--- src/rtl/pipeline_hazard_ctrl.sv ---
// Stall/flush controller for a 5-stage RISC-V pipeline: load-use bubbles, taken-branch
// flushes and data-memory wait states, with stall/flush performance counters.
module pipeline_hazard_ctrl #(
    parameter int MEM_TIMEOUT = 16,
    parameter int CNT_W       = 32
) (
    input  logic             clk,
    input  logic             reset_n,
    input  logic [31:0]      id_instr,
    input  logic             ex_branch_taken,
    input  logic             dmem_ready,
    output logic             pc_en,
    output logic             if_id_en,
    output logic             id_ex_en,
    output logic             ex_mem_en,
    output logic             mem_wb_en,
    output logic             if_id_flush,
    output logic             id_ex_flush,
    output logic             dmem_req,
    output logic             mem_err,
    output logic [CNT_W-1:0] stall_cnt,
    output logic [CNT_W-1:0] flush_cnt
);
    // state    | meaning
    // RUN      | normal flow; branch flush / load-use bubble resolved here
    // MEM_WAIT | MEM access outstanding, whole pipe frozen, timeout counting

    localparam int TW = $clog2(MEM_TIMEOUT + 1);
    localparam logic [TW-1:0] T_MAX = TW'(MEM_TIMEOUT);

    localparam logic [6:0] OP_LOAD   = 7'b0000011;
    localparam logic [6:0] OP_STORE  = 7'b0100011;
    localparam logic [6:0] OP_BRANCH = 7'b1100011;
    localparam logic [6:0] OP_IMM    = 7'b0010011;
    localparam logic [6:0] OP_REG    = 7'b0110011;

    typedef enum logic {RUN, MEM_WAIT} state_t;

    state_t          state;
    logic            ex_is_load, ex_is_mem, ex_is_branch, mem_is_mem;
    logic [4:0]      ex_rd;
    logic [TW-1:0]   tcnt, tcnt_nxt;

    logic            id_is_load, id_is_mem, id_is_branch;
    logic            id_use_rs1, id_use_rs2, id_wr_rd;
    logic [4:0]      id_rd, id_rs1, id_rs2;
    logic            hold, br_flush, load_use;
    logic            unused_bits;

    assign id_rd       = id_instr[11:7];
    assign id_rs1      = id_instr[19:15];
    assign id_rs2      = id_instr[24:20];
    assign unused_bits = ^{id_instr[31:25], id_instr[14:12]};

    always_comb begin
        id_is_load   = 1'b0;
        id_is_mem    = 1'b0;
        id_is_branch = 1'b0;
        id_use_rs1   = 1'b0;
        id_use_rs2   = 1'b0;
        id_wr_rd     = 1'b0;
        case (id_instr[6:0])
            OP_LOAD:   begin id_is_load = 1'b1; id_is_mem = 1'b1; id_use_rs1 = 1'b1; id_wr_rd = 1'b1; end
            OP_STORE:  begin id_is_mem = 1'b1; id_use_rs1 = 1'b1; id_use_rs2 = 1'b1; end
            OP_BRANCH: begin id_is_branch = 1'b1; id_use_rs1 = 1'b1; id_use_rs2 = 1'b1; end
            OP_IMM:    begin id_use_rs1 = 1'b1; id_wr_rd = 1'b1; end
            OP_REG:    begin id_use_rs1 = 1'b1; id_use_rs2 = 1'b1; id_wr_rd = 1'b1; end
            default:   ;
        endcase
    end

    assign hold     = (state == MEM_WAIT) ? !dmem_ready : (mem_is_mem && !dmem_ready);
    assign br_flush = ex_is_branch && ex_branch_taken;
    assign load_use = ex_is_load && (ex_rd != 5'd0) &&
                      ((id_use_rs1 && (id_rs1 == ex_rd)) || (id_use_rs2 && (id_rs2 == ex_rd)));
    assign dmem_req = mem_is_mem;

    always_comb begin
        pc_en       = 1'b1;
        if_id_en    = 1'b1;
        id_ex_en    = 1'b1;
        ex_mem_en   = 1'b1;
        mem_wb_en   = 1'b1;
        if_id_flush = 1'b0;
        id_ex_flush = 1'b0;
        if (hold) begin
            pc_en     = 1'b0;
            if_id_en  = 1'b0;
            id_ex_en  = 1'b0;
            ex_mem_en = 1'b0;
            mem_wb_en = 1'b0;
        end else if (br_flush) begin
            if_id_flush = 1'b1;
            id_ex_flush = 1'b1;
        end else if (load_use) begin
            pc_en       = 1'b0;
            if_id_en    = 1'b0;
            id_ex_flush = 1'b1;
        end
    end

    // First frozen cycle counts as 1; the counter then saturates at the timeout.
    always_comb begin
        tcnt_nxt = tcnt;
        if (state == RUN)
            tcnt_nxt = TW'(1);
        else if (tcnt != T_MAX)
            tcnt_nxt = tcnt + TW'(1);
    end

    always_ff @(posedge clk or negedge reset_n) begin
        if (!reset_n) begin
            state        <= RUN;
            tcnt         <= '0;
            mem_err      <= 1'b0;
            stall_cnt    <= '0;
            flush_cnt    <= '0;
            ex_is_load   <= 1'b0;
            ex_is_mem    <= 1'b0;
            ex_is_branch <= 1'b0;
            ex_rd        <= 5'd0;
            mem_is_mem   <= 1'b0;
        end else begin
            if (!pc_en)
                stall_cnt <= stall_cnt + CNT_W'(1);
            if (!hold && br_flush)
                flush_cnt <= flush_cnt + CNT_W'(1);

            if (hold) begin
                state <= MEM_WAIT;
                tcnt  <= tcnt_nxt;
                if (tcnt_nxt == T_MAX)
                    mem_err <= 1'b1;
            end else begin
                state <= RUN;
            end

            if (id_ex_flush) begin
                ex_is_load   <= 1'b0;
                ex_is_mem    <= 1'b0;
                ex_is_branch <= 1'b0;
                ex_rd        <= 5'd0;
            end else if (id_ex_en) begin
                ex_is_load   <= id_is_load;
                ex_is_mem    <= id_is_mem;
                ex_is_branch <= id_is_branch;
                ex_rd        <= id_wr_rd ? id_rd : 5'd0;
            end

            if (ex_mem_en)
                mem_is_mem <= ex_is_mem;
        end
    end

endmodule

--- config.mk ---
export PLATFORM = sky130hd
export DESIGN_NAME = pipeline_hazard_ctrl
export DESIGN_NICKNAME = d
export VERILOG_FILES = /design/src/rtl/pipeline_hazard_ctrl.sv
export SDC_FILE = /design/constraint.sdc
export NUM_CORES = 1
export LEC_CHECK = 0
export ABC_AREA = 1
export CAP_MARGIN = 20
export CORE_AREA = 8 8 121 123
export DETAILED_ROUTE_END_ITERATION = 10
export DIE_AREA = 0 0 129 131
export HOLD_SLACK_MARGIN = 0.12
export PLACE_DENSITY_LB_ADDON = 0.15
export SYNTH_ARGS = -nofsm -noshare
export SYNTH_HDL_FRONTEND = slang
export SYNTH_SLANG_ARGS = --single-unit
export TNS_END_PERCENT = 20
--- constraint.sdc ---
create_clock -name clk -period 4.2 [get_ports clk]
set_input_delay 0.42 -clock clk [delete_from_list [all_inputs] [get_ports clk]]
set_output_delay 0.42 -clock clk [all_outputs]
set_load 0.02 [all_outputs]
==> metrics.txt, run 1 <==
outcome complete, no violations; CP Capture Type output port; DP HPWL 10.3 mm; # DRC 0; Initial Util 38.3%; Clock Tree Root clkbuf_16; post_cts resized 0; worst-skew pair later-pin latency 340 ps; Crit path required time 3780 ps; CP Launch Type input pin; Vias per Instance 4.99; layout cell share with drive strength beyond 1 3.54%; final hold vios 0; CP Max Fanout 47; slowest library cell on the worst path clkdlybuf4s50_1; Slew @ Worst Pin 497 ps; crit path DAT 2680 ps; Crit path buffers/inverters 5; leading cell type in the layout, fill and taps excluded nand2_1; flops & latches, synth 80; Worst Min Path Start mem_err$_DFFE_PN0P_; main flop type after synthesis dfrtp_1; H-tree levels 3; first-pass GRT wire length 23.6 mm; largest net degree at the start of global routing 81; final net count 827; largest stage delay on the critical path 630 ps; gr usage total 17.5%; total CTS buffers 9; Fmax achieved 0.323 GHz; final wirelength 14.1 mm; Slew Limit Fails 0; R2R Path Start state$_DFF_PN0_; post-CTS setup buffer count 0; Die X 129 um; RSZ-0062 raised after global routing no; GRT overflow 0; worst clock skew 10.8 ps; syn_area_per_cell 7.17 um^2; DIE AREA 16,900 um^2; Min-Delay Path Class reg -> reg; clk slew on worst S/H paths 60 ps; placement row count 42; sequential share of the synthesized area 40.5%; Mapped Nets 729; routed vias 4,833; cell leakage power 0.00299 uW; CTS tree yes; Post-Synthesis Cells 689; count of different cell masters after synthesis 32; PD cells 311 nW/um^2; crit path launch dmem_ready; Ports 109; Worst Hold Depth 2; asr flop ratio synth 100%; Mapped Area 4940 um^2; # setup viols final 0; crit path kind in -> out; crit share post-route 73.7%; initial antenna violation count 0; Synth warnings 0; CTS Buffer Depth 2; clk sinks 80; Chip Height 131 um; hold buffers post-CTS 0; worst slack, placed 1070 ps; delay-heaviest family, CP buffers and inverters; drt first pass iters 7; EDFF count, synth 0; worst r2r path cells 9; max-cap violations 0; Cell Chain, Critical Path clkdlybuf4s50_1 -> inv_1 -> o21ai_4 -> buf_4 -> inv_1 -> a21oi_1 -> clkdlybuf4s50_1; initial DRC count 410; IO Port Bufs 98; Placer Congestion 0.877; commonest cells after routing, fill and taps aside 238 x nand2_1, 97 x clkdlybuf4s50_1, 80 x dfrtp_1; setup_tns 0 ps; # diodes 0; setup slack after layout 1100 ps; Pwr Total 2010 uW; Antenna Violating Nets Remaining 0; Worst VDD drop 259 uV; vias in the first global route 4,930; Crit. path cell count 7; Slew headroom 66.8%; Area growth, synth to finish 30.6%; Period minus WS final 3100 ps; total core area 12,900 um^2; drt wl/cell 14.5 um
power by group:
part	internal [uW]	switching [uW]
combinational	114	136
clock	578	311
sequential	810	55.9
total	1500	503
worst paths after layout:
kind,end,slack [ps]
setup / recovery,id_ex_flush,1100
hold / removal,mem_err$_DFFE_PN0P_,460
min in group asynchronous,ex_is_mem$_DFFE_PN0P_,510
setup reg to reg,mem_err$_DFFE_PN0P_,2130
max in group asynchronous,stall_cnt[1]$_DFFE_PN0N_,3080
hold reg to reg,mem_err$_DFFE_PN0P_,460
tightest hold or removal path: stages, from the launching register on:
cell,delay (ps)
dfrtp_1,340
inv_1,40
nand2_1,50
cells in the mapped netlist, types with 4 or more instances:
cell type  count  area share (%)
nand2_1      238              18
dfrtp_1       80              41
nand3_1       55             5.6
o21ai_0       13             1.3
ha_1           4             1.0
nand4_1       24             3.0
inv_1         69             5.2
clkbuf_1       9            0.68
nor2_1        73             5.5
nor3_1        27             2.7
xnor2_1       19             3.4
a21oi_1        5            0.51
buf_4          6            0.91
o21bai_1       4            0.61
xor2_1        41             7.3
sequential cells by signal, summed over array words and instances, names as in the netlist:
register	cells
mem_err	1
dmem_req	1
ex_is_mem	1
flush_cnt	32
stall_cnt	32
ex_is_branch	1
state	1
tcnt	5
ex_is_load	1
ex_rd	5
metal layers:
| metal | routed length, um | GRT usage [%] | share of wire [%] | vias to the layer above |
|---|---|---|---|---|
| li1 | - | - | - | 2386 |
| met1 | 6090 | 20.8 | 43 | 2278 |
| met2 | 6720 | 29.3 | 48 | 144 |
| met3 | 974 | 5.07 | 6.9 | 25 |
| met4 | 278 | 6.84 | 2.0 | 0 |
| met5 | 0 | 0 | 0 | - |
per-stage QoR:
stage                     hold WS (ps)  util, %  instances  cell area [um^2]
after CTS                          308     49.8        966              6410
after global placement             444     47.2        950              6070
final                              461     50.1        968              6450
after global routing               490     50.1        968              6450
after detailed placement           449     47.2        950              6070
after floorplan                    124        -        689              4940
cell type report:
class | instances | area (um^2)
Clock inverter | 6 | 108
Clock buffer | 10 | 229
Sequential cell | 80 | 2000
Fill cell | 1281 | 6430
Multi-Input combinational cell | 524 | 2590
Timing Repair Buffer | 103 | 1040
Inverter | 69 | 259
Tap cell | 176 | 220
kinds of logic after synthesis:
family                     Yosys count  share of synthesized area (%)
buffers and inverters               85                           6.94
xor gates and xnor gates            60                           10.6
adders and majority gates            4                           1.01
AOI/OAI and AO/OA                   27                           3.22
DFF                                 80                           40.5
and+or+nand+nor                    433                           37.6
Note: power is estimated with default switching activity, not from simulation.
==> run 2, diff against run 1 <==
==> constraint.sdc (replaced) <==
create_clock -name clk -period 3.2 [get_ports clk]
set_input_delay 0.32 -clock clk [delete_from_list [all_inputs] [get_ports clk]]
set_output_delay 0.32 -clock clk [all_outputs]
set_load 0.02 [all_outputs]
==> run 2 against run 1 <==
  * Register-to-register slack got worse by 1100 ps
  * Clock power increased by 19%
  * Non-clock buffer count increased by 2
  * Cell count increased by 0.21%
  * Combinational power increased by 33%
  * Power increased by 26%
  * Global-route usage decreased by 0.55 points
  * Largest cell class unchanged
  * Largest power group is now registers
  * Highest routed layer unchanged
==> metrics.txt, run 2 (synthesis gave the netlist of run 1 again) <==
outcome complete, no violations; RSZ-0062 raised after global routing no; top flop regs flush_cnt: 32 flops, stall_cnt: 32 flops; Slew @ Worst Pin 517 ps (+19.7 ps); Non-Filler Instances 970 (+0.21%); first-pass GRT wire length 22.9 mm (-2.8%); Area growth, synth to finish 30.2%; commonest cells after routing, fill and taps aside 238 x nand2_1, 97 x clkdlybuf4s50_1, 80 x dfrtp_1; Crit path required time 2880 ps (-900 ps); H-tree levels 3 (unchanged); Chip Height 131 um (unchanged); final core occ 49.9% (-0.16 points); Die X 129 um (unchanged); Slew headroom 65.4% (-1.4 points); clk slew on worst S/H paths 60 ps (about the same); crit share post-route 83.7%; # DRC 0 (unchanged); GRT overflow 0 (unchanged); crit path kind reg -> out; initial antenna violation count 0 (unchanged); final wirelength 13.7 mm (-2.5%); CP Max Fanout 18 (-62%); crit path DAT 2360 ps (-320 ps); # diodes 0 (unchanged); DP HPWL 10.1 mm (-2.1%); CTS tree yes; Antenna Violating Nets Remaining 0 (unchanged); CP Launch Type register; # fillers 1,307 (+2.0%); CTS Buffer Depth 2 (unchanged); Fmax achieved 0.373 GHz; max-cap violations 0 (unchanged); clk sinks 80 (unchanged); Ports 109 (unchanged); # setup viols final 0 (unchanged); post-CTS setup buffer count 0 (unchanged); Hold Slack 438 ps (-23.3 ps); gr usage total 16.9% (-0.55 points); drt wl/cell 14.1 um (-2.7%); worst-skew pair later-pin latency 350 ps (about the same); Period minus WS final 2680 ps; initial DRC count 336 (-18%); layout cell share with drive strength beyond 1 3.53% (-0.0089 points); Clock Tree Root clkbuf_16; dpl cells 952 (+0.21%); largest net degree at the start of global routing 81 (unchanged); Initial Util 38.3% (unchanged); PD cells 394 nW/um^2 (+27%); CP Capture Type output port; leading cell type in the layout, fill and taps excluded nand2_1; Min-Delay Path Class in -> async; Vias per Instance 4.86 (-2.6%); IO Port Bufs 98 (unchanged); total core area 12,900 um^2 (unchanged); worst clock skew 8.13 ps (-2.64 ps); Slew Limit Fails 0 (unchanged); setup_tns 0 ps (unchanged); routed vias 4,719 (-2.4%); Placer Congestion 0.882 (+0.59%); drt first pass iters 6 (-1); final net count 829 (+0.24%); vias in the first global route 4,749 (-3.7%); Worst VDD drop 273 uV (+5.3%); total CTS buffers 9 (unchanged); DIE AREA 16,900 um^2 (unchanged); final hold vios 0 (unchanged); cell leakage power 0.00298 uW (-0.28%); placement row count 42 (unchanged)
==> run 2: area by class of cell <==
type	count	area, um^2	share of cell area [%]
clock buffer	14	264	4.11
clock inverter	2	37.5	0.584
inverter	69	259	4.03
multi-input combinational	524	2590	40.3
sequential	80	2000	31.1
tap	176	220	3.43
timing repair buffer	105	1050	16.4
==> run 2: power by group <==
group	internal [uW]	total [uW]	leakage, uW	switching, uW
sequential	1060	1140	0.00107	73.3
clock	648	1060	0.000143	413
combinational	151	333	0.00177	182
==> run 2: worst max-delay path: stages (launching register included) <==
cell and delay, ps:
dfrtp_1 450, o21ai_4 470, nand2_4 270, inv_1 180
clkdlybuf4s50_1 630
==> run 2: per-stage QoR <==
stage          total power, uW  worst slack, ps  cell area [um^2]
2_1_floorplan             1310             1240              4940
3_3_place_gp              1460              584              6090
3_5_place_dp              1480              571              6090
4_1_cts                   2550              484              6390
5_1_grt                   2640              361              6430
6_report                  2530              521              6430
==> run 2: final timing paths <==
| check | from | to | slack, ps | depth (start not counted) |
|---|---|---|---|---|
| worst max-delay path | state$_DFF_PN0_ | if_id_flush | 520 | 4 |
| worst min-delay path | reset_n | ex_is_mem$_DFFE_PN0P_ | 440 | 2 |
| worst max register to register | state$_DFF_PN0_ | flush_cnt[22]$_DFFE_PN0P_ | 1050 | 8 |
| worst min register to register | mem_err$_DFFE_PN0P_ | mem_err$_DFFE_PN0P_ | 460 | 2 |
| max in group asynchronous | reset_n | flush_cnt[11]$_DFFE_PN0P_ | 2160 | 3 |
| min in group clk | mem_err$_DFFE_PN0P_ | mem_err$_DFFE_PN0P_ | 460 | 2 |
==> run 2: timing repair <==
item,4_1_cts,5_1_grt
resized for setup,0,0
endpoints found under the hold margin,0,27
hold buffers,0,1
setup endpoints to repair,0,0
==> run 2: metal layers <==
layer | vias to the layer above | wire length, um | global-route usage (%)
met3 | 11 | 855 | 4.91
met5 | - | 0 | 0
met1 | 2223 | 6220 | 20.6
li1 | 2381 | - | -
met4 | 0 | 141 | 5.81
met2 | 104 | 6500 | 28.3
